**config.mk**
```make
export PLATFORM = sky130hd
export DESIGN_NAME = move_input_ctrl_flat
export DESIGN_NICKNAME = d
export VERILOG_FILES = /design/src/rtl/move_input_pkg.sv /design/src/rtl/move_input_ctrl_if.sv /design/src/rtl/button_debouncer.sv /design/src/rtl/move_input_ctrl.sv /design/src/flat_wrapper.sv
export SDC_FILE = /design/constraint.sdc
export NUM_CORES = 1
export LEC_CHECK = 0
export BUFFER_PORTS_ARGS = -buffer_cell sky130_fd_sc_hd__buf_4
export CORE_MARGIN = 1
export CORE_UTILIZATION = 50
export DETAILED_ROUTE_END_ITERATION = 8
export PLACE_DENSITY_LB_ADDON = 0.15
export SLEW_MARGIN = 20
export SYNTH_ARGS = -nofsm -noshare
export SYNTH_HDL_FRONTEND = slang
export SYNTH_SLANG_ARGS = --single-unit
```
**constraint.sdc**
```tcl
create_clock -name clk_25Mhz -period 5.1 [get_ports clk_25Mhz]
set_input_delay 1.02 -clock clk_25Mhz [delete_from_list [all_inputs] [get_ports clk_25Mhz]]
set_output_delay 1.02 -clock clk_25Mhz [all_outputs]
set_load 0.02 [all_outputs]
```
**src/rtl/move_input_pkg.sv**
```systemverilog
// Shared types for the push-button command front end: command codes,
// arbiter states and the fixed press priority used by move_input_ctrl.
package move_input_pkg;

    localparam int NUM_BTN = 5;

    typedef enum logic [2:0] {
        CMD_NONE  = 3'd0,
        CMD_START = 3'd1,
        CMD_UP    = 3'd2,
        CMD_DOWN  = 3'd3,
        CMD_LEFT  = 3'd4,
        CMD_RIGHT = 3'd5
    } cmd_t;

    typedef enum logic {
        IDLE         = 1'b0,
        WAIT_RELEASE = 1'b1
    } state_t;

    // Index 0 is the highest priority; the press vector uses the same order.
    localparam cmd_t PRIO_ORDER [NUM_BTN] = '{CMD_START, CMD_UP, CMD_DOWN, CMD_LEFT, CMD_RIGHT};

    function automatic cmd_t pick_cmd(input logic [NUM_BTN-1:0] press);
        cmd_t win;
        win = CMD_NONE;
        for (int i = NUM_BTN - 1; i >= 0; i--) begin
            if (press[i[2:0]]) win = PRIO_ORDER[i[2:0]];
        end
        return win;
    endfunction

endpackage

```
**src/rtl/move_input_ctrl_if.sv**
```systemverilog
// Board-side bundle: raw active-low keys in, one-cycle game commands out.
// master = the conditioner, slave = the board/consumer side.
interface move_input_ctrl_if;

    logic key_start_n;
    logic key_up_n;
    logic key_down_n;
    logic key_left_n;
    logic key_right_n;

    logic start;
    logic mov_up;
    logic mov_down;
    logic mov_left;
    logic mov_right;
    move_input_pkg::cmd_t last_cmd;
    logic busy;

    modport master (
        input  key_start_n, key_up_n, key_down_n, key_left_n, key_right_n,
        output start, mov_up, mov_down, mov_left, mov_right, last_cmd, busy
    );

    modport slave (
        output key_start_n, key_up_n, key_down_n, key_left_n, key_right_n,
        input  start, mov_up, mov_down, mov_left, mov_right, last_cmd, busy
    );

endinterface

```
**src/rtl/button_debouncer.sv**
```systemverilog
// One push-button: synchroniser chain, stability counter and a one-cycle
// press flag raised when the debounced level falls.
module button_debouncer #(
    parameter int unsigned DEBOUNCE_CYCLES = 250000,
    parameter int unsigned SYNC_STAGES     = 2
) (
    input  logic clk_25Mhz,
    input  logic _reset,
    input  logic key_n,
    output logic level,
    output logic press
);

    localparam int unsigned      CNT_W    = $clog2(DEBOUNCE_CYCLES);
    localparam logic [CNT_W-1:0] CNT_LAST = CNT_W'(DEBOUNCE_CYCLES - 1);

    logic [SYNC_STAGES-1:0] sync_q, sync_d;
    logic [CNT_W-1:0]       cnt_q, cnt_d;
    logic                   level_q, level_d;
    logic                   press_q, press_d;
    logic                   sample;

    assign sample = sync_q[SYNC_STAGES-1];

    always_comb begin
        // NOTE: every signal gets a default before any branch so no latch is inferred.
        sync_d  = {sync_q[SYNC_STAGES-2:0], key_n};
        cnt_d   = '0;
        level_d = level_q;
        press_d = 1'b0;
        // Any sample matching the current level clears the count, so bounce restarts it.
        if (sample != level_q) begin
            if (cnt_q == CNT_LAST) begin
                level_d = sample;
                press_d = ~sample;
            end else begin
                cnt_d = cnt_q + 1'b1;
            end
        end
    end

    always_ff @(posedge clk_25Mhz or posedge _reset) begin
        if (_reset) begin
            // NOTE: the chain resets to the released level so reset release cannot look like a press.
            sync_q  <= '1;
            cnt_q   <= '0;
            level_q <= 1'b1;
            press_q <= 1'b0;
        end else begin
            // NOTE: non-blocking assignments keep every flop sampling pre-edge values.
            sync_q  <= sync_d;
            cnt_q   <= cnt_d;
            level_q <= level_d;
            press_q <= press_d;
        end
    end

    assign level = level_q;
    assign press = press_q;

endmodule

```
**src/rtl/move_input_ctrl.sv**
```systemverilog
// Five debounced buttons feeding a priority arbiter that issues one
// registered single-cycle command per press, then waits for full release.
module move_input_ctrl
    import move_input_pkg::*;
#(
    parameter int unsigned DEBOUNCE_CYCLES = 250000,
    parameter int unsigned SYNC_STAGES     = 2
) (
    input logic               clk_25Mhz,
    input logic               _reset,
    move_input_ctrl_if.master bus
);

    logic [NUM_BTN-1:0] keys_n;
    logic [NUM_BTN-1:0] level;
    logic [NUM_BTN-1:0] press;
    state_t             state_q, state_d;
    cmd_t               pulse_q, pulse_d;
    cmd_t               last_cmd_q, last_cmd_d;

    // Bit order follows PRIO_ORDER so bit 0 is the highest-priority button.
    assign keys_n = {bus.key_right_n, bus.key_left_n, bus.key_down_n,
                     bus.key_up_n, bus.key_start_n};

    for (genvar i = 0; i < NUM_BTN; i++) begin : g_btn
        button_debouncer #(
            .DEBOUNCE_CYCLES(DEBOUNCE_CYCLES),
            .SYNC_STAGES    (SYNC_STAGES)
        ) u_deb (
            .clk_25Mhz(clk_25Mhz),
            ._reset   (_reset),
            .key_n    (keys_n[i]),
            .level    (level[i]),
            .press    (press[i])
        );
    end

    always_comb begin
        state_d    = state_q;
        pulse_d    = CMD_NONE;
        last_cmd_d = last_cmd_q;
        case (state_q)
            IDLE: begin
                if (|press) begin
                    pulse_d    = pick_cmd(press);
                    last_cmd_d = pick_cmd(press);
                    state_d    = WAIT_RELEASE;
                end
            end
            WAIT_RELEASE: begin
                if (&level) state_d = IDLE;
            end
        endcase
    end

    always_ff @(posedge clk_25Mhz or posedge _reset) begin
        if (_reset) begin
            state_q    <= IDLE;
            pulse_q    <= CMD_NONE;
            last_cmd_q <= CMD_NONE;
        end else begin
            state_q    <= state_d;
            pulse_q    <= pulse_d;
            last_cmd_q <= last_cmd_d;
        end
    end

    // All commands decode from one registered code, so at most one is active.
    assign bus.start     = (pulse_q == CMD_START);
    assign bus.mov_up    = (pulse_q != CMD_UP);
    assign bus.mov_down  = (pulse_q != CMD_DOWN);
    assign bus.mov_left  = (pulse_q != CMD_LEFT);
    assign bus.mov_right = (pulse_q != CMD_RIGHT);
    assign bus.last_cmd  = last_cmd_q;
    assign bus.busy      = (state_q == WAIT_RELEASE);

endmodule

```
**src/flat_wrapper.sv**
```systemverilog
// flat-port wrapper written by rule: the top's interface ports become plain ports
module move_input_ctrl_flat import move_input_pkg::*;
#(
    parameter int unsigned DEBOUNCE_CYCLES = 250000,
    parameter int unsigned SYNC_STAGES     = 2
)
  (clk_25Mhz, _reset, bus_key_start_n, bus_key_up_n, bus_key_down_n, bus_key_left_n, bus_key_right_n, bus_start, bus_mov_up, bus_mov_down, bus_mov_left, bus_mov_right, bus_last_cmd, bus_busy);
  move_input_ctrl_if bus_i ();
  input logic clk_25Mhz;
  input logic _reset;
  input wire logic [$bits(bus_i.key_start_n)-1:0] bus_key_start_n;
  input wire logic [$bits(bus_i.key_up_n)-1:0] bus_key_up_n;
  input wire logic [$bits(bus_i.key_down_n)-1:0] bus_key_down_n;
  input wire logic [$bits(bus_i.key_left_n)-1:0] bus_key_left_n;
  input wire logic [$bits(bus_i.key_right_n)-1:0] bus_key_right_n;
  output wire logic [$bits(bus_i.start)-1:0] bus_start;
  output wire logic [$bits(bus_i.mov_up)-1:0] bus_mov_up;
  output wire logic [$bits(bus_i.mov_down)-1:0] bus_mov_down;
  output wire logic [$bits(bus_i.mov_left)-1:0] bus_mov_left;
  output wire logic [$bits(bus_i.mov_right)-1:0] bus_mov_right;
  output wire logic [$bits(bus_i.last_cmd)-1:0] bus_last_cmd;
  output wire logic [$bits(bus_i.busy)-1:0] bus_busy;
  assign bus_i.key_start_n = bus_key_start_n;
  assign bus_i.key_up_n = bus_key_up_n;
  assign bus_i.key_down_n = bus_key_down_n;
  assign bus_i.key_left_n = bus_key_left_n;
  assign bus_i.key_right_n = bus_key_right_n;
  assign bus_start = bus_i.start;
  assign bus_mov_up = bus_i.mov_up;
  assign bus_mov_down = bus_i.mov_down;
  assign bus_mov_left = bus_i.mov_left;
  assign bus_mov_right = bus_i.mov_right;
  assign bus_last_cmd = bus_i.last_cmd;
  assign bus_busy = bus_i.busy;
  move_input_ctrl #(.DEBOUNCE_CYCLES(DEBOUNCE_CYCLES), .SYNC_STAGES(SYNC_STAGES)) u_core (.clk_25Mhz(clk_25Mhz), ._reset(_reset), .bus(bus_i));
endmodule
```
Word level (Yosys, flattened, before mapping):

Cells that the tools add are included.

* bits in registers: 117
* bits in latches: 0
* memory bits (writable): 0
* ROM bits: 0
* input port bits: 7
* output and inout port bits: 9
* logic and storage cells: 87
* memories kept: 0

* add/subtract/negate cells: 5
* multiply operators: 0
* div/mod/pow operators: 0
* magnitude comparators: 0
* equality and inequality tests: 15
* shift operators: 0
* mux-type cells: 30
* bitwise logic cells: 6
* reduce and logical (&&, ||, !) cells: 8

Operators with widths (count)
* $mux W18: 10
* $add A18 B1 Y18 const B: 5
* $eq A18 B18 Y1 const B: 5
* $mux W3: 7
* $mux W1: 12
* $reduce_and A2 Y1: 6
* $ne A3 B2 Y1 const B: 2
* $ne A3 B3 Y1 const B: 2
* $not A1 Y1: 6
* $ne A1 B1 Y1: 5
* $reduce_and A5 Y1: 1
* $reduce_or A5 Y1: 1
* $eq A3 B1 Y1 const B: 1
* $pmux W1 S2: 1

Depth between registers and ports, before layout:

* depth in word-level cells: 7
* mapped depth: 6
* mapped depth without buffers: 5

Cells and area by module:

From an unflattened synthesis, not the netlist that was laid out.

* cell total of the unflattened synthesis: 530
* area, all modules: 5600.4 um2

By module, submodules not included
* button_debouncer: instances 5, cells each 99, area each 1051.0 um2, sequential area each 554.3 um2
* move_input_ctrl: instances 1, cells each 35, area each 345.3 um2, sequential area each 175.2 um2

Least setup slack after synthesis:

No wires, ideal clock.

* path kind: flip-flop to output port
* start point: register u_core.pulse_q[1]
* end point: output port bus_start
* arrival time: 0.933 ns
* data required time: 4.080 ns
* setup slack: 3.147 ns
* stages on the path, launching flop included: 2
* path buffers: 0
* cells stage by stage: dfrtp_1 > nor3b_1

* longest elaborated chain between the ends: 1

Ends and longest elaborated chain
* start, declared: RTL line move_input_ctrl.sv:18 `cmd_t pulse_q, pulse_d;`
* start signal, assigned: RTL line move_input_ctrl.sv:63 `pulse_q <= pulse_d;`
* $eq A3 B1 Y1: RTL line move_input_ctrl.sv:69 `assign bus.start = (pulse_q == CMD_START);`
* end, declared: RTL line flat_wrapper.sv:16 `output wire logic [$bits(bus_i.start)-1:0] bus_start;`

Every way passes these cells.

Worst setup path in the final report:

* start point: register u_core.pulse_q[0]
* end point: output port bus_mov_up

* longest elaborated chain between the ends: 1

Ends and longest elaborated chain
* $ne A3 B2 Y1: RTL line move_input_ctrl.sv:70 `assign bus.mov_up = (pulse_q != CMD_UP);`
* end, declared: RTL line flat_wrapper.sv:17 `output wire logic [$bits(bus_i.mov_up)-1:0] bus_mov_up;`

Every way passes these cells.

==> results.tsv <==
metric	value	unit
main flop type after synthesis	dfrtp_1	
Worst EP required	4.08	ns
max-cap viol count	0	
post-CTS sizing	0	
Tcrit/Tclk final	50.94	%
IO buf count	15	
Synth Area in XOR/XNOR	11.95	%
P_int	0.001779	W
Flop pwr share	42.7	%
maximum number of pins on one net before global-route repair	71	
Worst VDD drop	0.0001933	V
Std-Cell Rows	38	
Setup Viol. Count Final	0	
Worst Skew	0.005882	ns
post-route setup TNS	0	ns
sequential area share after synthesis	52.90	%
worst relative slew slack	36.58	%
simple-gate area share of the yosys netlist	26.89	%
worst setup margin	2.502	ns
Synth top cells by count	dfrtp_1 (102), nor2_1 (100), xnor2_1 (54)	
Synth Cell Area	0.005570	mm^2
area share of the largest cell type after synthesis	45.82	%
chip height	107.6	um
EDFF count, synth	0	
sw power	0.0004664	W
Async S/R FF share, synth	100.0	%
LEAKAGE	2.612	nW
initial antenna violation count	0	
clk sinks	117	
final core occ	59.49	%
combinational share of power	2.4	%
WL final	10220	um
GRT Total Usage	20.36	%
Final Hold Violating Endpoints	0	
max-slew violations	0	
Final Critical Period	2.598	ns
wire per inst	14.17	um
CP max FO	5	
Mapped Cells	543	
share of cells above drive strength 1	14.97	%
CTS buffer count	17	
kind of critical path	flop to output pin	
Die W	107.6	um
post-synthesis compound-gate area fraction	3.145	%
Yosys Warn Count	0	
Area Growth Syn to Fin	15.77	%
initial core utilization	51.39	%
Yosys cell types	45	
DP Worst Slack	2.671	ns
first-pass GRT wire length	18130	um
buffers inserted by post-CTS timing repair	0	
status	completed	
Nets	580	
TritonCTS clock tree	done	
hold crit path type	flop to flop	
Worst Tran Pin Value	0.9481	ns
drt initial violations	269	
drt first pass iters	4	
vias in the first global route	3900	
count leader, synth	dfrtp_1	
Vias/cell	5.596	
pwr dens	348.2	mW/mm^2
clock power share	54.8	%
post-synth top area cell	dfrtp_1	
Sw Share	20.77	%
core area	0.01084	mm^2
Synthesized Nets	555	
RSZ-0062 raised after global routing	no	
Synth Area in Adders	1.123	%
crit path launch type	flop	
worst path arrival time	1.58	ns
post-route cell area	0.006449	mm^2
mux share of post-synthesis cell area	1.909	%
Clock Path Buffers	2	
fmax	0.3849	GHz
# IOs	16	
Syn Area/Cell	10.26	um^2
clock latency on the worst-skew pair	0.53	ns
number of antenna-violating nets in the routed design	0	
ANT cells	0	
H-tree Lvls	4	
hpwl dp	6681	um
DRC viols	0	
Synth Register Bits	117	
Area after DPL	0.005823	mm^2
Area contributors post-synth	dfrtp_1 (46%), xnor2_1 (8.5%), dfstp_2 (7.1%)	
Hold-fix buffers, CTS	0	
main combinational cell family by area after synthesis	simple AND/OR/NAND/NOR gates	
Setup crit end kind	output pin	
Die ar.	0.01157	mm^2
minimum hold slack	0.3596	ns
clock root cell	clkbuf_8	
routability cong.	0.8478	
via count	4035	
gr ovfl total	0	
clock slew at reported path FFs	0.06	ns
-- cell usage in the layout, fill, tap and decap left out, drive strengths merged, types with 5 or more instances in the layout --
master,netlist,layout
nor4,28,28
xnor2,54,54
buf,7,18
xor2,22,22
and3,7,7
nand3,33,33
dfstp,15,15
a21oi,7,7
nand2,27,27
dfrtp,102,102
o21ai,9,9
or4,5,5
ha,5,5
inv,15,15
clkinv,0,6
nor3,19,19
nor2,100,100
and4,6,6
nand4,32,32
clkbuf,5,19
mux2,7,7
-- area by class of cell --
type / count / area, um^2
tap: 140 / 175.2
multi-input combinational: 399 / 2511
timing repair buffer: 18 / 135.1
clock inverter: 13 / 180.2
inverter: 15 / 58.81
sequential: 117 / 2947
clock buffer: 19 / 441.7
fill: 897 / 4392
-- cells by family (layout without fill, tap and decap cells) --
logic type	count (synthesis)	in the layout
and+or+nand+nor	286	286
adders and majority gates	5	5
xor gates and xnor gates	76	76
DFF	117	117
muxes	9	9
AOI/OAI and AO/OA	23	23
buffers and inverters	27	65
-- critical path, cell delays in order, from the launching register on --
cell,delay (ns)
dfrtp_1,0.41
or3b_2,0.48
buf_4,0.17
-- path summary, 6_finish.rpt --
| check | startpoint | to | slack, ns | cells past startpoint |
|---|---|---|---|---|
| min | u_core.g_btn[4].u_deb.sync_q[0]$_DFF_PP1_ | u_core.g_btn[4].u_deb.sync_q[1]$_DFF_PP1_ | 0.36 | 0 |
| max in group asynchronous | _reset | u_core.g_btn[2].u_deb.cnt_q[0]$_DFF_PP0_ | 3.32 | 3 |
| max reg2reg | u_core.g_btn[1].u_deb.cnt_q[0]$_DFF_PP0_ | u_core.g_btn[1].u_deb.cnt_q[14]$_DFF_PP0_ | 2.91 | 5 |
| min in group asynchronous | _reset | u_core.g_btn[1].u_deb.cnt_q[2]$_DFF_PP0_ | 0.66 | 2 |
| min reg2reg | u_core.g_btn[4].u_deb.sync_q[0]$_DFF_PP1_ | u_core.g_btn[4].u_deb.sync_q[1]$_DFF_PP1_ | 0.36 | 0 |
| max | u_core.pulse_q[0]$_DFF_PP0_ | bus_mov_up | 2.50 | 2 |
-- sequential cells by signal, summed over array words and instances (netlist names) --
name / flops
u_core.g_btn.u_deb.cnt_q: 90
u_core.g_btn.u_deb.sync_q: 10
u_core.bus.busy: 1
u_core.g_btn.u_deb.press: 5
u_core.bus.last_cmd: 3
u_core.pulse_q: 3
u_core.g_btn.u_deb.level: 5
-- through the flow --
step                std cells  power [W]
finish                    721   0.002245
global route              721   0.002323
floorplan                 543   0.001013
detailed placement        689   0.001031
global placement          689   0.001030
CTS                       721   0.002276
-- layer usage --
layer,vias to the layer above,global-route usage (%),part of all wire (%)
met5,-,0,0
met4,0,9.295,2.0
met3,17,5.448,4.0
met2,81,30.22,46
met1,1980,27.87,48
li1,1957,-,-
-- power groups by stage --
stage	registers [W]	clock network, W	logic, W
global route	0.000961	0.00130	0.0000649
floorplan	0.000972	0	0.0000413
finish	0.000959	0.00123	0.0000548
CTS	0.000959	0.00126	0.0000572
detailed placement	0.000975	0	0.0000564
global placement	0.000974	0	0.0000555
No activity file was read; power rests on OpenSTA's default activity.
